## config.mk

```make
export PLATFORM = sky130hd
export DESIGN_NAME = bitmap_fetch
export DESIGN_NICKNAME = d
export VERILOG_FILES = /design/src/rtl/bitmap_fetch.sv
export SDC_FILE = /design/constraint.sdc
export NUM_CORES = 1
export LEC_CHECK = 0
export BUFFER_PORTS_ARGS = -buffer_cell sky130_fd_sc_hd__buf_2
export CORE_MARGIN = 4
export CORE_UTILIZATION = 26
export CTS_CLUSTER_DIAMETER = 60
export CTS_CLUSTER_SIZE = 8
export DETAILED_ROUTE_END_ITERATION = 8
export GPL_TIMING_DRIVEN = 0
export PLACE_DENSITY_LB_ADDON = 0.08
export SYNTH_ARGS = -nofsm -noshare
export SYNTH_HDL_FRONTEND = slang
export SYNTH_SLANG_ARGS = --single-unit
```

## constraint.sdc

```tcl
create_clock -name clk -period 2.65 [get_ports clk]
set_input_delay 0.265 -clock clk [delete_from_list [all_inputs] [get_ports clk]]
set_output_delay 0.265 -clock clk [all_outputs]
set_load 0.01 [all_outputs]
```

## src/rtl/bitmap_fetch.sv

```systemverilog
// bitmap_fetch: raster-order display memory reader that serialises packed words into pixel indices.
//   clk            pixel clock, also the memory read clock
//   reset_ni       synchronous active-low reset
//   frame_start_i  start-of-frame pulse; samples base_addr_i
//   line_start_i   start-of-line pulse; restarts the line fetch
//   active_i       visible-pixel window
//   base_addr_i    frame base word address
//   mem_rd_en_o    memory read enable
//   mem_rd_addr_o  memory read address
//   mem_rd_data_i  memory read data, valid the cycle after mem_rd_en_o
//   pixel_o        pixel colour index (registered)
//   pixel_valid_o  pixel_o belongs to an active_i cycle
//   underflow_o    active pixel requested before any data was available
module bitmap_fetch #(
   parameter int ADDR_W         = 10,
   parameter int DATA_W         = 16,
   parameter int PIX_W          = 4,
   parameter int WORDS_PER_LINE = 40,
   parameter int V_REPEAT       = 1
) (
   input  logic              clk,
   input  logic              reset_ni,
   input  logic              frame_start_i,
   input  logic              line_start_i,
   input  logic              active_i,
   input  logic [ADDR_W-1:0] base_addr_i,
   output logic              mem_rd_en_o,
   output logic [ADDR_W-1:0] mem_rd_addr_o,
   input  logic [DATA_W-1:0] mem_rd_data_i,
   output logic [PIX_W-1:0]  pixel_o,
   output logic              pixel_valid_o,
   output logic              underflow_o
);
   localparam int PPW = DATA_W / PIX_W;
   localparam int PCW = $clog2(PPW);
   localparam int WW  = $clog2(WORDS_PER_LINE + 1);
   localparam int RW  = $clog2(V_REPEAT + 1);
   localparam logic [2:0] S_IDLE  = 3'd0;
   localparam logic [2:0] S_PRIME = 3'd1;
   localparam logic [2:0] S_LOAD  = 3'd2;
   localparam logic [2:0] S_RUN   = 3'd3;
   localparam logic [2:0] S_DONE  = 3'd4;

   logic [2:0]        state_q, state_d;
   logic [ADDR_W-1:0] line_addr_q, line_addr_d;
   logic [ADDR_W-1:0] fetch_addr_q, fetch_addr_d;
   logic [ADDR_W-1:0] rd_addr_q;
   logic [RW-1:0]     rep_cnt_q, rep_cnt_d;
   logic [WW-1:0]     words_issued_q, words_issued_d;
   logic [WW-1:0]     words_used_q, words_used_d;
   logic [DATA_W-1:0] shift_q, shift_d;
   logic [DATA_W-1:0] next_word_q, next_word_d;
   logic              next_valid_q, next_valid_d;
   logic              pend_q, pend_d;
   logic [PCW-1:0]    pix_cnt_q, pix_cnt_d;
   logic [PIX_W-1:0]  pixel_q, pixel_d;
   logic              pixel_valid_q, pixel_valid_d;
   logic              underflow_q, underflow_d;
   logic              last_pix, more_words, consume, issue, line_done, rep_hit;

   assign last_pix   = pix_cnt_q == PCW'(PPW - 1);
   assign more_words = words_issued_q < WW'(WORDS_PER_LINE);
   assign consume    = (state_q == S_RUN) && active_i && last_pix;
   assign line_done  = words_used_q + WW'(1) == WW'(WORDS_PER_LINE);
   assign rep_hit    = rep_cnt_q + RW'(1) == RW'(V_REPEAT);
   // A pulse on frame/line start flushes the pipeline, so no read may be issued
   // that cycle; reset gates the enable combinationally to abort immediately.
   assign issue = reset_ni && !line_start_i && !frame_start_i &&
                  ((state_q == S_PRIME) || ((state_q == S_LOAD) && more_words) ||
                   (consume && next_valid_q && more_words));

   assign mem_rd_en_o   = issue;
   assign mem_rd_addr_o = issue ? fetch_addr_q : rd_addr_q;
   assign pixel_o       = pixel_q;
   assign pixel_valid_o = pixel_valid_q;
   assign underflow_o   = underflow_q;

   always_comb begin
      state_d        = state_q;
      line_addr_d    = line_addr_q;
      fetch_addr_d   = fetch_addr_q;
      rep_cnt_d      = rep_cnt_q;
      words_issued_d = words_issued_q;
      words_used_d   = words_used_q;
      shift_d        = shift_q;
      pix_cnt_d      = pix_cnt_q;
      pixel_valid_d  = active_i;
      pixel_d        = (active_i && state_q != S_RUN) ? '0 : pixel_q;
      underflow_d    = active_i && (state_q == S_IDLE || state_q == S_PRIME || state_q == S_LOAD);
      // Prefetched data lands one cycle after its read was issued.
      next_word_d    = pend_q ? mem_rd_data_i : next_word_q;
      next_valid_d   = next_valid_q || pend_q;
      pend_d         = 1'b0;
      if (issue) begin
         fetch_addr_d   = fetch_addr_q + ADDR_W'(1);
         words_issued_d = words_issued_q + WW'(1);
         pend_d         = state_q != S_PRIME;
      end
      case (state_q)
         S_PRIME: state_d = S_LOAD;
         S_LOAD: begin
            shift_d   = mem_rd_data_i;
            pix_cnt_d = '0;
            state_d   = S_RUN;
         end
         S_RUN: begin
            if (active_i) begin
               pixel_d   = shift_q[DATA_W-1 -: PIX_W];
               shift_d   = shift_q << PIX_W;
               pix_cnt_d = last_pix ? '0 : pix_cnt_q + PCW'(1);
               if (last_pix) begin
                  words_used_d = words_used_q + WW'(1);
                  if (next_valid_q) begin
                     shift_d      = next_word_q;
                     next_valid_d = 1'b0;
                  end else if (line_done) begin
                     state_d     = S_DONE;
                     rep_cnt_d   = rep_hit ? '0 : rep_cnt_q + RW'(1);
                     line_addr_d = rep_hit ? line_addr_q + ADDR_W'(WORDS_PER_LINE) : line_addr_q;
                  end
               end
            end
         end
         default: ;
      endcase
      if (frame_start_i) begin
         line_addr_d = base_addr_i;
         rep_cnt_d   = '0;
         state_d     = S_IDLE;
      end
      if (line_start_i) begin
         fetch_addr_d   = frame_start_i ? base_addr_i : line_addr_q;
         words_issued_d = '0;
         words_used_d   = '0;
         next_valid_d   = 1'b0;
         pend_d         = 1'b0;
         state_d        = S_PRIME;
      end
   end

   always_ff @(posedge clk) begin
      if (!reset_ni) begin
         state_q        <= S_IDLE;
         line_addr_q    <= '0;
         fetch_addr_q   <= '0;
         rd_addr_q      <= '0;
         rep_cnt_q      <= '0;
         words_issued_q <= '0;
         words_used_q   <= '0;
         shift_q        <= '0;
         next_word_q    <= '0;
         next_valid_q   <= 1'b0;
         pend_q         <= 1'b0;
         pix_cnt_q      <= '0;
         pixel_q        <= '0;
         pixel_valid_q  <= 1'b0;
         underflow_q    <= 1'b0;
      end else begin
         state_q        <= state_d;
         line_addr_q    <= line_addr_d;
         fetch_addr_q   <= fetch_addr_d;
         rd_addr_q      <= mem_rd_addr_o;
         rep_cnt_q      <= rep_cnt_d;
         words_issued_q <= words_issued_d;
         words_used_q   <= words_used_d;
         shift_q        <= shift_d;
         next_word_q    <= next_word_d;
         next_valid_q   <= next_valid_d;
         pend_q         <= pend_d;
         pix_cnt_q      <= pix_cnt_d;
         pixel_q        <= pixel_d;
         pixel_valid_q  <= pixel_valid_d;
         underflow_q    <= underflow_d;
      end
   end
endmodule

```

==> results.json, run 1 <==
{
  "start_kind": "register",
  "grt_pass1_vias": 3437,
  "rsz0062_at_grt": "no",
  "post_drt_wl_per_cell_um": 14.9,
  "num_rows": 45,
  "grt_pass1_wl_mm": 18.0,
  "syn2layout_area_growth_pct": 19.2,
  "start_util_pct": 26.5,
  "powerDensity_nw_per_um2": 595,
  "fin_setup_tns_ps": 0,
  "fin_crit_sh_pct": 91.3,
  "drive_gt1_share_pct": 17.3,
  "final-max-slew-violation-count": 0,
  "tightestPinTransition_ps": 704,
  "cp.required_ps": 2380,
  "worst_setup_path_end_kind": "output port",
  "dp_hpwl_mm": 7.97,
  "synthesis.area_sq_um": 4020,
  "crit_path_max_fanout": 10,
  "power_frac_seq_pct": 47.9,
  "dp_slack_ps": 367,
  "power.total_mw": 2.85,
  "numPortBuffers": 46,
  "ys.flop_type": "dfxtp_1",
  "grt_overflow": 0,
  "die-area_sq_um": 17500,
  "swShare_pct": 24.6,
  "clock.fmax_ghz": 0.414,
  "dr.pass1.iters": 5,
  "timing_hold_violations_final": 0,
  "ys_seq_area_share_pct": 43.3,
  "cp.arrival_ps": 2150,
  "p_clk_share_pct": 45.3,
  "clk_latency_ps": 350,
  "track_usage_pct": 12.9,
  "combPwrFrac_pct": 6.8,
  "numCtsBuffers": 9,
  "ios": 48,
  "antenna_left": 0,
  "vias": 3389,
  "die_w_um": 132,
  "final_nets": 562,
  "syn_inst": 469,
  "internal-power_mw": 2.15,
  "ir_worst_vdd_v": 0.000382,
  "cts_setup_buffers": 0,
  "cts_tree": "yes",
  "yosysWarnings": 0,
  "synth_cell_type_count": 50,
  "postRouteWirelength_mm": 10.7,
  "crit_type": "reg2out",
  "antenna_cells": 0,
  "ys_ff_latch": 87,
  "clockRootBuffer": "clkbuf_16",
  "gp_congestion": 0.767,
  "postCtsHoldBufs": 0,
  "syn_avg_cell_area_sq_um": 8.57,
  "slew_headroom_pct": 52.8,
  "core_sq_um": 15100,
  "die_h_um": 132,
  "clock_path_buffers": 2,
  "p_leak_nw": 1.87,
  "hold_path_class": "in2reg",
  "status": "finished, final reports clean",
  "async_flop_share_pct": 0,
  "dr.first_iter.drc_count": 174,
  "synth_nets": 505,
  "maxCapViolations": 0,
  "min_period_ps": 2420,
  "fin_skew_ps": 7.79,
  "fill_cells": 1643,
  "p_switching_uw": 703,
  "drc": 0,
  "synth_edf_count": 0,
  "antenna_found_initial": 0,
  "setup_slack_ps": 232,
  "grt_max_degree": 16,
  "setup_viol": 0,
  "clk_pin_slew_worst_paths_ps": 70,
  "viasPerCell": 4.71,
  "cts.sinks": 87,
  "htreeDepth": 3
}
[power by group through the flow]
| stage | Combinational [mW] | Clock, mW | Sequential, mW |
|---|---|---|---|
| 5_1_grt | 0.222 | 1.40 | 1.37 |
| 3_5_place_dp | 0.198 | 0 | 1.40 |
| 6_report | 0.193 | 1.29 | 1.37 |
| 3_3_place_gp | 0.197 | 0 | 1.40 |
| 4_1_cts | 0.199 | 1.34 | 1.37 |
| 2_1_floorplan | 0.123 | 0 | 1.39 |
[per-stage QoR]
step / cells / instance area [sq um] / util [%] / hold slack, ps
after floorplan: 469 / 4020 / - / 402
after global placement: 703 / 4480 / 29.6 / 446
after detailed placement: 703 / 4480 / 29.6 / 457
after CTS: 719 / 4780 / 31.6 / 147
after global routing: 719 / 4790 / 31.6 / 171
final: 719 / 4790 / 31.6 / 161
[final timing paths]
| kind | startpoint | endpoint | slack [ps] | depth (start not counted) |
|---|---|---|---|---|
| setup reg to reg | words_used_q[0] | line_addr_q[3] | 630 | 6 |
| hold / removal | base_addr_i[8] | line_addr_q[8] | 160 | 3 |
| setup / recovery | pix_cnt_q[0] | mem_rd_addr_o[2] | 230 | 9 |
| hold reg to reg | rd_addr_q[4] | rd_addr_q[4] | 460 | 2 |
[layout make-up]
| class | instances | area [sq um] | area share [%] |
|---|---|---|---|
| multi-input cells | 345 | 2120 | 44.2 |
| flip-flops and latches | 87 | 1740 | 36.3 |
| well taps | 188 | 235 | 4.91 |
| repair buffers | 46 | 230 | 4.80 |
| clock buffers | 9 | 225 | 4.70 |
| plain buffers | 30 | 144 | 3.00 |
| clock inverters | 7 | 71.3 | 1.49 |
| inverters | 7 | 26.3 | 0.548 |
[synthesized netlist by cell type (2+ instances only)]
cell type	instances	area [sq um]
nor3_1	8	40.0
a211oi_1	12	90.1
a311oi_1	5	43.8
and2_1	7	43.8
xor2_1	10	87.6
o211ai_1	2	15.0
mux2_2	3	33.8
xnor2_1	9	78.8
o211a_1	2	20.0
a21o_1	3	22.5
nor3_2	2	20.0
a2111oi_0	2	17.5
nand2_1	60	225
o21ai_1	3	15.0
inv_1	5	18.8
nor4_1	2	12.5
a21oi_1	41	205
buf_2	9	45.0
dfxtp_1	87	1740
clkbuf_1	18	67.6
nor4_2	5	62.6
and3_1	5	31.3
nor2_1	66	248
nand3_1	17	85.1
nand2b_1	10	62.6
o21a_1	2	15.0
o21ai_0	12	60.1
mux2i_1	33	330
nand4_1	4	25.0
ha_1	5	62.6
[kinds of logic (layout without fill, tap and decap cells)]
kind of cell	after synthesis	after routing	synth area share, %
and+or+nand+nor	195	195	23.5
AOI/OAI and AO/OA	89	89	14.0
DFF	87	87	43.3
muxes	37	37	9.40
buffers and inverters	37	99	4.02
xor gates and xnor gates	19	19	4.14
adders and majority gates	5	5	1.56
[repair_timing]
| action | in CTS | in global routing |
|---|---|---|
| setup endpoints to repair | 7 | 8 |
| hold endpoints to repair | 0 | 0 |
| gates resized for setup | 1 | 3 |
[sequential cells by signal, indices dropped and copies added (netlist names), 2 cells and up, named ones only]
register,flops
state_q,3
words_used_q,6
line_addr_q,10
fetch_addr_q,10
shift_q,16
rd_addr_q,10
words_issued_q,6
pix_cnt_q,2
next_word_q,16
[critical path: stages, from the launching register on]
cell       delay, ps
dfxtp_1          330
ha_2             220
and3_1           210
o2111ai_4        310
inv_2            120
buf_6            160
buf_4            170
nand2_1          100
nand2_1           50
buf_2            130
[cell usage in the layout (no fill, tap or decap), types with 3 or more instances in the layout]
cell type	count
a311oi_1	5
clkbuf_16	9
nand2b_1	10
xor2_1	10
clkinv_2	3
dfxtp_1	87
inv_1	5
xnor2_1	9
and3_1	5
nand3_1	17
ha_1	4
o21ai_0	12
and2_1	7
nor3_1	8
nor2_1	66
a211oi_1	12
clkbuf_1	18
buf_2	53
nor4_2	5
nand2_1	60
o21ai_1	3
a21o_1	3
a21oi_1	41
nand4_1	4
mux2_2	3
mux2i_1	33
[layer usage]
| layer | up-vias | share of wire (%) | track usage (%) |
|---|---|---|---|
| li1 | 1737 | - | - |
| met3 | 11 | 2.9 | 3.13 |
| met5 | - | 0 | 0 |
| met2 | 45 | 50 | 22.8 |
| met4 | 0 | 1.5 | 4.39 |
| met1 | 1596 | 46 | 15.4 |
Note: power is estimated with default switching activity, not from simulation.
==> run 2: changes to the inputs <==
--- a/config.mk
+++ b/config.mk
@@ -8,11 +8,11 @@
 export BUFFER_PORTS_ARGS = -buffer_cell sky130_fd_sc_hd__buf_2
 export CORE_MARGIN = 4
 export CORE_UTILIZATION = 26
-export CTS_CLUSTER_DIAMETER = 60
+export CTS_CLUSTER_DIAMETER = 150
 export CTS_CLUSTER_SIZE = 8
 export DETAILED_ROUTE_END_ITERATION = 8
 export GPL_TIMING_DRIVEN = 0
-export PLACE_DENSITY_LB_ADDON = 0.08
+export PLACE_DENSITY = 0.45
 export SYNTH_ARGS = -nofsm -noshare
 export SYNTH_HDL_FRONTEND = slang
 export SYNTH_SLANG_ARGS = --single-unit
==> results.json, run 2 (synthesis gave the netlist of run 1 again) <==
{
  "status": "finished, final reports clean",
  "fin_setup_tns_ps": 0,
  "dr.pass1.iters": 4,
  "powerDensity_nw_per_um2": 572,
  "rsz0062_at_grt": "no",
  "timing_hold_violations_final": 0,
  "clk_pin_slew_worst_paths_ps": 70,
  "hold_path_class": "in2reg",
  "ir_worst_vdd_v": 0.000284,
  "grt_overflow": 0,
  "gp_congestion": 0.778,
  "cts_tree": "yes",
  "die-area_sq_um": 17500,
  "min_delay_path_depth": 3,
  "p_leak_nw": 1.85,
  "drc": 0,
  "start_kind": "register",
  "rr_worst_depth": 6,
  "tightestPinTransition_ps": 733,
  "layout_common_cells": "dfxtp_1, nor2_1, nand2_1",
  "die_h_um": 132,
  "cp.arrival_ps": 2200,
  "numCtsBuffers": 9,
  "cts.sinks": 87,
  "start_util_pct": 26.5,
  "final-max-slew-violation-count": 0,
  "drive_gt1_share_pct": 16.8,
  "post_drt_wl_per_cell_um": 14.3,
  "grt_max_degree": 15,
  "setup_viol": 0,
  "maxCapViolations": 0,
  "final_nets": 561,
  "dp_hpwl_mm": 7.66,
  "grt_pass1_vias": 3386,
  "die_w_um": 132,
  "ios": 48,
  "track_usage_pct": 12.2,
  "viasPerCell": 4.73,
  "hold_ws_ps": 171,
  "hp-start": "mem_rd_data_i[0]",
  "antenna_cells": 0,
  "startpoint": "pix_cnt_q[0]",
  "slew_headroom_pct": 50.8,
  "cp.required_ps": 2380,
  "dr.first_iter.drc_count": 159,
  "fin_crit_sh_pct": 93.0,
  "num_rows": 45,
  "syn2layout_area_growth_pct": 18.1,
  "crit_type": "reg2out",
  "reg2reg_from": "state_q[0]",
  "postCtsHoldBufs": 0,
  "clk_latency_ps": 350,
  "antenna_left": 0,
  "post-route-util_pct": 31.3,
  "final_common_cell": "dfxtp_1",
  "vias": 3391,
  "min_period_ps": 2460,
  "worst_setup_path_end_kind": "output port",
  "numPortBuffers": 46,
  "fin_skew_ps": 8.24,
  "core_sq_um": 15100,
  "crit_path_max_fanout": 10,
  "fill_cells": 1611,
  "antenna_found_initial": 1,
  "clockRootBuffer": "clkbuf_16",
  "grt_pass1_wl_mm": 17.2,
  "htreeDepth": 3,
  "largestRegisters": "next_word_q x16, shift_q x16",
  "clock.fmax_ghz": 0.406,
  "clock_path_buffers": 2,
  "postRouteWirelength_mm": 10.3
}
## run 2: cell types whose count changed in the layout (fill, tap and decap cells not counted)
cell,delta
buf_4,+1
buf_6,-1
bufinv_16,-1
clkbuf_4,-1
clkinv_4,-1
clkinvlp_4,+2
ha_1,+1
ha_2,-1
inv_6,-1
## run 2: layout make-up
class                      instances  area, sq um  share of cell area [%]
buffer                            29          133                    2.79
clock buffer                       9          225                    4.75
clock inverter                     6         38.8                   0.817
inverter                           7         26.3                   0.554
multi-input combinational        345         2120                    44.6
sequential                        87         1740                    36.7
tap                              188          235                    4.96
timing repair buffer              46          230                    4.85
## run 2: metal layers
layer | track usage [%] | up-vias | share of wire (%)
li1 | - | 1732 | -
met1 | 15.4 | 1583 | 48
met2 | 20.2 | 59 | 47
met3 | 3.74 | 15 | 3.9
met4 | 2.94 | 2 | 1.2
met5 | 0 | - | 0.068
## run 2: critical path, cell delays in order (launching register included)
cell and delay (ps):
dfxtp_1 320, ha_1 260, and3_1 220, o2111ai_4 290, inv_2 120, buf_6 160, buf_4 170, nand2_1 110
nand2_1 60, buf_2 130
## run 2: power by group
group          switching (mW)  internal, mW
registers              0.0262          1.34
logic                   0.115        0.0775
clock network           0.530         0.626
## run 2: metrics by stage
| step | cell area (sq um) | setup slack, ps | std cells | power, mW |
|---|---|---|---|---|
| 2_1_floorplan | 4020 | 806 | 469 | 1.51 |
| 3_3_place_gp | 4480 | 346 | 703 | 1.59 |
| 3_5_place_dp | 4480 | 356 | 703 | 1.59 |
| 4_1_cts | 4750 | 59.4 | 718 | 2.76 |
| 5_1_grt | 4750 | 37.0 | 717 | 2.85 |
| 6_report | 4750 | 186 | 717 | 2.71 |
## run 2: timing repair
item                       CTS  global route
pin swaps                    0             0
setup endpoints to repair    7             7
gates cloned                 0             0
setup buffers                0             0
gates resized for setup      1             0
## run 2: worst paths after layout
kind                      end  slack (ps)
max reg2reg       shift_q[12]         630
min            next_word_q[0]         170
max          mem_rd_addr_o[4]         190
min reg2reg      rd_addr_q[9]         460
